--- config.mk ---
export PLATFORM = sky130hd
export DESIGN_NAME = eru32_err_monitor
export DESIGN_NICKNAME = d
export VERILOG_FILES = /design/src/rtl/eru32_err_monitor.sv
export SDC_FILE = /design/constraint.sdc
export NUM_CORES = 1
export LEC_CHECK = 0
export CAP_MARGIN = 10
export CORE_AREA = 4 4 188 190
export CTS_CLUSTER_SIZE = 10
export DETAILED_ROUTE_END_ITERATION = 16
export DIE_AREA = 0 0 192 194
export PLACE_DENSITY = 0.66
export SYNTH_ARGS = -nofsm -noshare
export SYNTH_HDL_FRONTEND = slang
export SYNTH_SLANG_ARGS = --single-unit
--- constraint.sdc ---
create_clock -name clk -period 4.4 [get_ports clk]
set_input_delay 0.66 -clock clk [delete_from_list [all_inputs] [get_ports clk]]
set_output_delay 0.66 -clock clk [all_outputs]
set_load 0.005 [all_outputs]
--- src/rtl/eru32_err_monitor.sv ---
// Error-characterisation stage for the approximate block carry-select adder.
// Compares approx_sum to the exact sum and reports per-window error statistics.
module eru32_err_monitor #(
    parameter int WIDTH    = 32,
    parameter int WIN_LOG2 = 10,
    parameter int ACC_W    = 48
) (
    input  logic               clk,
    input  logic               rst,
    input  logic               start,
    input  logic               in_valid,
    output logic               in_ready,
    input  logic [WIDTH-1:0]   a,
    input  logic [WIDTH-1:0]   b,
    input  logic [WIDTH:0]     approx_sum,
    output logic               busy,
    output logic               res_valid,
    input  logic               res_ready,
    output logic [WIN_LOG2:0]  err_count,
    output logic [ACC_W-1:0]   ed_sum,
    output logic [WIDTH:0]     ed_max
);

    localparam int STAGES = 2;
    localparam logic [WIN_LOG2:0] WIN  = {1'b1, {WIN_LOG2{1'b0}}};
    localparam logic [WIN_LOG2:0] LAST = {1'b0, {WIN_LOG2{1'b1}}};
    localparam logic [WIN_LOG2:0] ONE  = {{WIN_LOG2{1'b0}}, 1'b1};

    typedef enum logic [1:0] {IDLE, RUN, DRAIN, REPORT} state_t;

    typedef struct packed {
        logic [WIDTH:0] exact;
        logic [WIDTH:0] approx;
    } s1_t;

    state_t              state, state_nxt;
    logic [WIN_LOG2:0]   cnt;
    logic                accept, clr;
    logic [STAGES:1]     vld_pipe;
    s1_t                 s1;
    logic [WIDTH:0]      ed_nxt, ed2;
    logic [ACC_W:0]      sum_ext;

    assign accept = in_valid & in_ready;

    always_comb begin
        state_nxt = state;
        in_ready  = 1'b0;
        busy      = 1'b0;
        res_valid = 1'b0;
        clr       = 1'b0;
        case (state)
            IDLE: begin
                if (start) begin
                    clr       = 1'b1;
                    state_nxt = RUN;
                end
            end
            RUN: begin
                busy     = 1'b1;
                in_ready = (cnt != WIN);
                if (in_valid && in_ready && cnt == LAST)
                    state_nxt = DRAIN;
            end
            DRAIN: begin
                busy = 1'b1;
                if (vld_pipe == '0)
                    state_nxt = REPORT;
            end
            REPORT: begin
                busy      = 1'b1;
                res_valid = 1'b1;
                if (res_ready)
                    state_nxt = IDLE;
            end
            default: state_nxt = IDLE;
        endcase
    end

    always_ff @(posedge clk) begin
        if (rst) begin
            state    <= IDLE;
            cnt      <= '0;
            vld_pipe <= '0;
        end else begin
            state    <= state_nxt;
            vld_pipe <= {vld_pipe[STAGES-1:1], accept};
            if (clr)
                cnt <= '0;
            else if (accept)
                cnt <= cnt + ONE;
        end
    end

    // Datapath registers only move on valid data; their valid bits gate all use.
    always_ff @(posedge clk) begin
        if (accept) begin
            s1.exact  <= {1'b0, a} + {1'b0, b};
            s1.approx <= approx_sum;
        end
        if (vld_pipe[1])
            ed2 <= ed_nxt;
    end

    assign ed_nxt  = (s1.exact >= s1.approx) ? s1.exact - s1.approx
                                             : s1.approx - s1.exact;
    assign sum_ext = {1'b0, ed_sum} + {{(ACC_W-WIDTH){1'b0}}, ed2};

    always_ff @(posedge clk) begin
        if (rst || clr) begin
            err_count <= '0;
            ed_sum    <= '0;
            ed_max    <= '0;
        end else if (vld_pipe[STAGES]) begin
            if (ed2 != '0)
                err_count <= err_count + ONE;
            ed_sum <= sum_ext[ACC_W] ? {ACC_W{1'b1}} : sum_ext[ACC_W-1:0];
            if (ed2 > ed_max)
                ed_max <= ed2;
        end
    end

endmodule

==> results of run 1 <==
[Yosys cell counts, drive strengths merged (9+ instances only)]
library cell and n:
a211oi 15, a21boi 10, a21o 82, a21oi 182, a31oi 17, and2 9
and3 20, buf 27, clkbuf 38, dfxtp 107, edfxtp 99, ha 171
inv 129, mux2i 53, nand2 85, nand2b 19, nand3 30, nand4 32
nor2 122, nor2b 19, nor3 15, nor4 9, o21a 13, o21ai 109
o21bai 15, or3 12, xnor2 58, xor2 56
[power groups by stage]
stage                     sequential (mW)  clock, mW  combinational, mW
final                                2.47       1.91               2.66
after detailed placement             2.51          0               2.64
after global placement               2.50          0               2.60
after floorplan                      2.47          0               1.93
after CTS                            2.47       1.98               2.65
after global routing                 2.49       2.07               2.95
[kinds of logic (layout without fill, tap and decap cells)]
| logic type | after synthesis | in the layout | share of synthesized area, % |
|---|---|---|---|
| AO/OA/AOI/OAI | 517 | 517 | 22.1 |
| XOR/XNOR | 114 | 114 | 6.69 |
| adder cells (fa/ha/maj) | 175 | 175 | 14.9 |
| buffers and inverters | 194 | 388 | 5.40 |
| flip-flops | 206 | 206 | 34.3 |
| multiplexers | 56 | 56 | 3.78 |
| AND/OR/NAND/NOR | 391 | 391 | 12.9 |
[per-stage QoR]
step,power (mW),std cells,cell area [um^2],worst slack [ns],hold WS (ns)
detailed placement,5.14,2251,17300,0.366,0.487
finish,7.04,2295,18100,0.904,0.495
global placement,5.11,2251,17300,0.442,0.484
CTS,7.10,2295,18100,0.915,0.497
global route,7.51,2295,18100,0.676,0.542
floorplan,4.40,1653,14900,0.462,0.461
[layout make-up]
type,count,share of cell area (%)
Multi-Input combinational cell,1253,50.0
Sequential cell,206,28.3
Timing Repair Buffer,215,11.7
Clock buffer,43,4.01
Tap cell,448,3.11
Inverter,129,2.68
Clock inverter,1,0.166
[layer usage]
layer	GRT usage, %	up-vias
met5	0	-
met4	5.31	0
met3	2.47	64
met2	32.0	328
met1	28.1	5776
li1	-	6330
[registers in the layout, indices dropped and copies added (netlist names)]
name	count
vld_pipe	2
ed2	33
ed_max	33
cnt	11
state	2
err_count	11
ed_sum	48
s1	66
[layout by cell type, fill, tap and decap left out, types with 11 or more instances in the layout]
cell type,netlist,routed
a21oi_1,181,180
dfxtp_1,107,107
clkbuf_1,38,16
and3_1,20,19
nand2_1,83,83
nand3_1,30,30
o21ai_0,101,101
a21o_1,82,81
nor2_1,121,120
a211oi_1,11,11
nor2b_1,19,19
clkdlybuf4s50_1,0,196
clkbuf_16,0,26
xor2_1,56,56
or3_1,12,12
o21bai_1,15,15
xnor2_1,58,58
nor3_1,15,15
edfxtp_1,99,99
mux2i_1,53,53
inv_1,129,129
buf_4,8,18
ha_1,171,171
nand4_1,32,32
nand2b_1,19,19
a31oi_1,16,16
o21a_1,13,13
[how the worst min path moves through the flow]
stage | startpoint | endpoint | cells after the start
after detailed placement | cnt[10]$_SDFFE_PP0P_ | cnt[10]$_SDFFE_PP0P_ | 2
final | cnt[10]$_SDFFE_PP0P_ | cnt[10]$_SDFFE_PP0P_ | 2
after floorplan | cnt[10]$_SDFFE_PP0P_ | cnt[10]$_SDFFE_PP0P_ | 2
after global placement | cnt[10]$_SDFFE_PP0P_ | cnt[10]$_SDFFE_PP0P_ | 2
after CTS | cnt[10]$_SDFFE_PP0P_ | cnt[10]$_SDFFE_PP0P_ | 2
after global routing | cnt[5]$_SDFFE_PP0P_ | cnt[5]$_SDFFE_PP0P_ | 2
[critical path, cell delays in order]
cell	delay, ns
clkdlybuf4s50_1	0.40
ha_1	0.25
fa_1	0.43
a211oi_1	0.30
o21bai_1	0.15
o2111ai_1	0.29
a211oi_1	0.18
o22ai_1	0.31
o21ai_1	0.21
a211oi_1	0.32
nor2_1	0.10
xor2_1	0.15
==> results.ini, run 1 <==
[run_status]
status = complete, no violations

[sta]
rsz0062_at_grt = no
setup_viol = 0
fin_tns_setup_ns = 0
relSlewSlack_pct = 44.8
max_freq_mhz = 286
skew_ns = 0.0221
layout_min_cycle_time_ns = 3.50
drv_slew = 0
tightestPinTransition_ns = 0.829
finalCritPeriodShare_pct = 79.5
finalHoldViolations = 0

[synth]
synth_edf_count = 99
yosysSeqAreaShare_pct = 34.3
ys_top_cells_by_area = edfxtp_1 20%, dfxtp_1 14%, ha_1 14%, a21oi_1 6.1%, a21o_1 4.1%
syn-num-nets = 1930
yosysWarnings = 0
synth_seq_cells = 206
ys_types = 77
postSynth.asyncResetShare_pct = 0
synth_ff_type = dfxtp_1
syn_avg_cell_area_um2 = 9.03
synth_top_area_share_pct = 19.9
yosys.area.top_type = edfxtp_1
syn_inst = 1653
syn_area_um2 = 14900

[drt]
wl_um = 38200
drtIter0Drc = 555
drc = 0
top_layer = met4
wl_met2_um = 17000
drt_pass1_iterations = 5
wl_per_cell_um = 16.6
vias_per_cell = 5.45
wl_met3_um = 2050
antenna_left = 0
wl_met1_um = 18100
vias = 12500

[global_routing]
track_usage_pct = 19.8
grt_pass1_wl_um = 61800
grt_remaining_overflow = 0
grt_max_degree = 44
antenna_found_initial = 0
grt_pass1_vias = 12200

[worst_setup_path]
cp.required_ns = 4.66
crit_path_start_kind = input pin
timing.rr.end = ed2[4]$_DFFE_PP_
worstPathArrival_ns = 3.76
rrSetupSlack_ns = 0.93
critPathMaxFanout = 4
endpoint = s1[63]$_DFFE_PP_
r2r_start = s1[38]$_DFFE_PP_
r2r_cells = 11
critical_path_class = input pin to flip-flop
end_kind = flip-flop
startpoint = a[0]

[cells_and_area]
multi_input_area_um2 = 9020
fillers = 3082
diodes = 0
final_util_pct = 54.0
regArea_um2 = 5110
layout-drive-gt1-share_pct = 4.49
final_nets = 2107
syn_to_final_growth_pct = 20.9

[floorplanning]
coreArea_um2 = 33400
rows = 67
die_x_um = 192
die_area_um2 = 37200
boundaryPins = 197
start_util_pct = 44.6
die_h_um = 194

[placed_design]
gp_congestion = 0.878
hpwlAfterDp_um = 30200
port_buffers = 196

[pwr]
combPwrFrac_pct = 37.8
ir_drop_v = 0.000249
switching_share_pct = 34.5
pwr-share-seq_pct = 35.0
p_leak_nw = 7.33
power.internal_mw = 4.61
power_per_cell_area_nw_per_um2 = 390
clock_power_share_pct = 27.2
p_sw_mw = 2.43

[clock_tree]
cts_tree = yes
ctsHoldBuffers = 0
cts_buffers = 25
cts_setup_buffers = 0
clk_pin_slew_ns = 0.06
cts-htree-levels = 1
cts_buffer_depth = 3
cts_resized = 0
clock_latency_ns = 0.52
cts-root-buf = clkbuf_16
cts.sinks = 206

[min_path]
hold_path_class = flip-flop to flip-flop

[run]
cap_violations = 0

Power figures use the tool's default switching activity.
==> inputs of run 2 (changes only) <==
--- a/config.mk
+++ b/config.mk
@@ -10,7 +10,7 @@
 export CTS_CLUSTER_SIZE = 10
 export DETAILED_ROUTE_END_ITERATION = 16
 export DIE_AREA = 0 0 192 194
-export PLACE_DENSITY = 0.66
+export PLACE_DENSITY = 0.69
 export SYNTH_ARGS = -nofsm -noshare
 export SYNTH_HDL_FRONTEND = slang
 export SYNTH_SLANG_ARGS = --single-unit
==> constraint.sdc (replaced) <==
create_clock -name clk -period 3.2 [get_ports clk]
set_input_delay 0.48 -clock clk [delete_from_list [all_inputs] [get_ports clk]]
set_output_delay 0.48 -clock clk [all_outputs]
set_load 0.005 [all_outputs]
==> run 2 against run 1 <==
Cell count is 4.7% higher. Clock skew is 0.014 ns lower. Setup slack worse by 0.84 ns. Wire length is 2.1% higher. Cell area is 5.9% higher. Sequential cell count stayed put. Global-route usage is 0.42 points higher. Via count is 4.2% higher. Register-to-register slack worse by 0.86 ns. Clock-buffer cell count is 1 lower. Worst hold slack better by 0.0031 ns.
==> results.ini, run 2 (same netlist as run 1, synthesis figures left out) <==
[run_status]
status = complete, no violations

[floorplanning]
boundaryPins = 197
die_x_um = 192
coreArea_um2 = 33400
die_area_um2 = 37200
start_util_pct = 44.6
die_h_um = 194
rows = 67

[worst_setup_path]
end_kind = flip-flop
critPathMaxFanout = 6
worst-path-buf-inv = 1
timing.rr.end = ed2[20]$_DFFE_PP_
cp.required_ns = 3.45
rrSetupSlack_ns = 0.07
critPathTopFamily = compound AO/OA/AOI/OAI gates
worstPathArrival_ns = 3.38
critical_path_depth = 11
crit_path_start_kind = flip-flop
max_stage_delay_ns = 0.44
r2r_start = s1[38]$_DFFE_PP_
slowest_stage = edfxtp_1
crit_chain = ha_4 > nand4_1 > a211oi_2 > o311ai_2 > a31oi_2 > o21ai_2 > a211oi_4 > nor2_4 > buf_4 > o31a_1 > xor2_1
r2r_cells = 11
critical_path_class = flip-flop to flip-flop

[min_path]
holdPathStages = 2
hold_path_class = flip-flop to flip-flop
holdPathEnd = cnt[10]$_SDFFE_PP0P_
hp-start = cnt[10]$_SDFFE_PP0P_

[clock_tree]
cts-root-buf = clkbuf_16
cts_tree = yes
ctsHoldBuffers = 0
cts-htree-levels = 1
cts_buffers = 25
cts.sinks = 206
clk_pin_slew_ns = 0.05
cts_buffer_depth = 3
clock_latency_ns = 0.51

[cells_and_area]
final_nets = 2217
syn_to_final_growth_pct = 28.1
largest_register_ffs = 66
final_common_cell = clkdlybuf4s50_1
finalInstanceArea_um2 = 19100
layout-drive-gt1-share_pct = 11.1
reg_top3 = s1 (66), ed_sum (48)
fillers = 2989
final_util_pct = 57.2
regMostFlops = s1
diodes = 0
final_cell_count_no_fill = 2404
final_cell_mix = 196 x clkdlybuf4s50_1, 178 x a21oi_1, 165 x ha_1, 129 x inv_1

[pwr]
power.total_mw = 10.1
power_per_cell_area_nw_per_um2 = 529
p_leak_nw = 7.90
ir_drop_v = 0.000332

[drt]
drc = 0
antenna_left = 0
drt_pass1_iterations = 5
vias_per_cell = 5.42
wl_per_cell_um = 16.2
drtIter0Drc = 564
vias = 13000
wl_um = 39000

[placed_design]
hpwlAfterDp_um = 31300
placed_cell_area_um2 = 18100
pre_cts_ws_ns = -0.432
port_buffers = 196
dp_cells = 2354
gp_congestion = 0.925

[sta]
setup_viol = 0
skew_ns = 0.00841
max_freq_mhz = 319
layout_min_cycle_time_ns = 3.13
tightestPinTransition_ns = 0.654
finalCritPeriodShare_pct = 98.0
rsz0062_at_grt = yes
relSlewSlack_pct = 56.0
setup_ws_ns = 0.0656
hold_ws_ns = 0.499
drv_slew = 0
finalHoldViolations = 0
fin_tns_setup_ns = 0

[run]
cap_violations = 0

[global_routing]
grt_pass1_wl_um = 63700
grt_max_degree = 72
antenna_found_initial = 0
grt_remaining_overflow = 0
track_usage_pct = 20.2
grt_pass1_vias = 12900

-- run 2: cell count changes in the layout (fill, tap and decap cells not counted), moves of 4 or more --
cell and change:
buf_4 +101, buf_12 +6, ha_1 -6, ha_4 +4
o21ai_0 -4
-- run 2: worst max-delay path by stage --
stage	startpoint	end	slack, ns
final	s1[38]$_DFFE_PP_	ed2[20]$_DFFE_PP_	0.07
after global routing	s1[7]$_DFFE_PP_	ed2[20]$_DFFE_PP_	-0.07
after CTS	s1[41]$_DFFE_PP_	ed2[31]$_DFFE_PP_	0.002
after detailed placement	a[0]	s1[63]$_DFFE_PP_	-0.43
after global placement	a[0]	s1[63]$_DFFE_PP_	-0.40
after floorplan	a[0]	s1[63]$_DFFE_PP_	0.25
-- run 2: cell type report --
type	count	area [um^2]	share of cell area [%]
Multi-Input combinational cell	1254	9190	48.1
Sequential cell	206	5110	26.8
Timing Repair Buffer	324	3030	15.9
Clock buffer	42	729	3.82
Tap cell	448	561	2.93
Inverter	129	484	2.53
Clock inverter	1	5.00	0.0262
-- run 2: worst reg2reg max path, cell delays in order, from the launching register on --
cell and delay (ns):
edfxtp_1 0.44, ha_4 0.30, nand4_1 0.16, a211oi_2 0.29
o311ai_2 0.18, a31oi_2 0.27, o21ai_2 0.13, a211oi_4 0.35
nor2_4 0.13, buf_4 0.16, o31a_1 0.30, xor2_1 0.16
-- run 2: what timing repair did --
item | 4_1_cts | 5_1_grt
pin swaps | 0 | 12
endpoints found under the setup margin | 2 | 36
gates cloned | 0 | 2
gates resized for setup | 1 | 34
setup buffers | 0 | 5
-- run 2: where the power goes --
part           total [mW]  switching [mW]  internal, mW
Combinational        4.17            2.24          1.93
Sequential           3.39           0.201          3.19
Clock                2.55            1.02          1.53
-- run 2: metal layers --
metal	GRT usage, %	part of all wire [%]	vias up
li1	-	-	6574
met1	27.7	45	6069
met2	34.2	47	323
met3	2.14	5.5	57
met4	5.36	2.3	0
met5	0	0	-
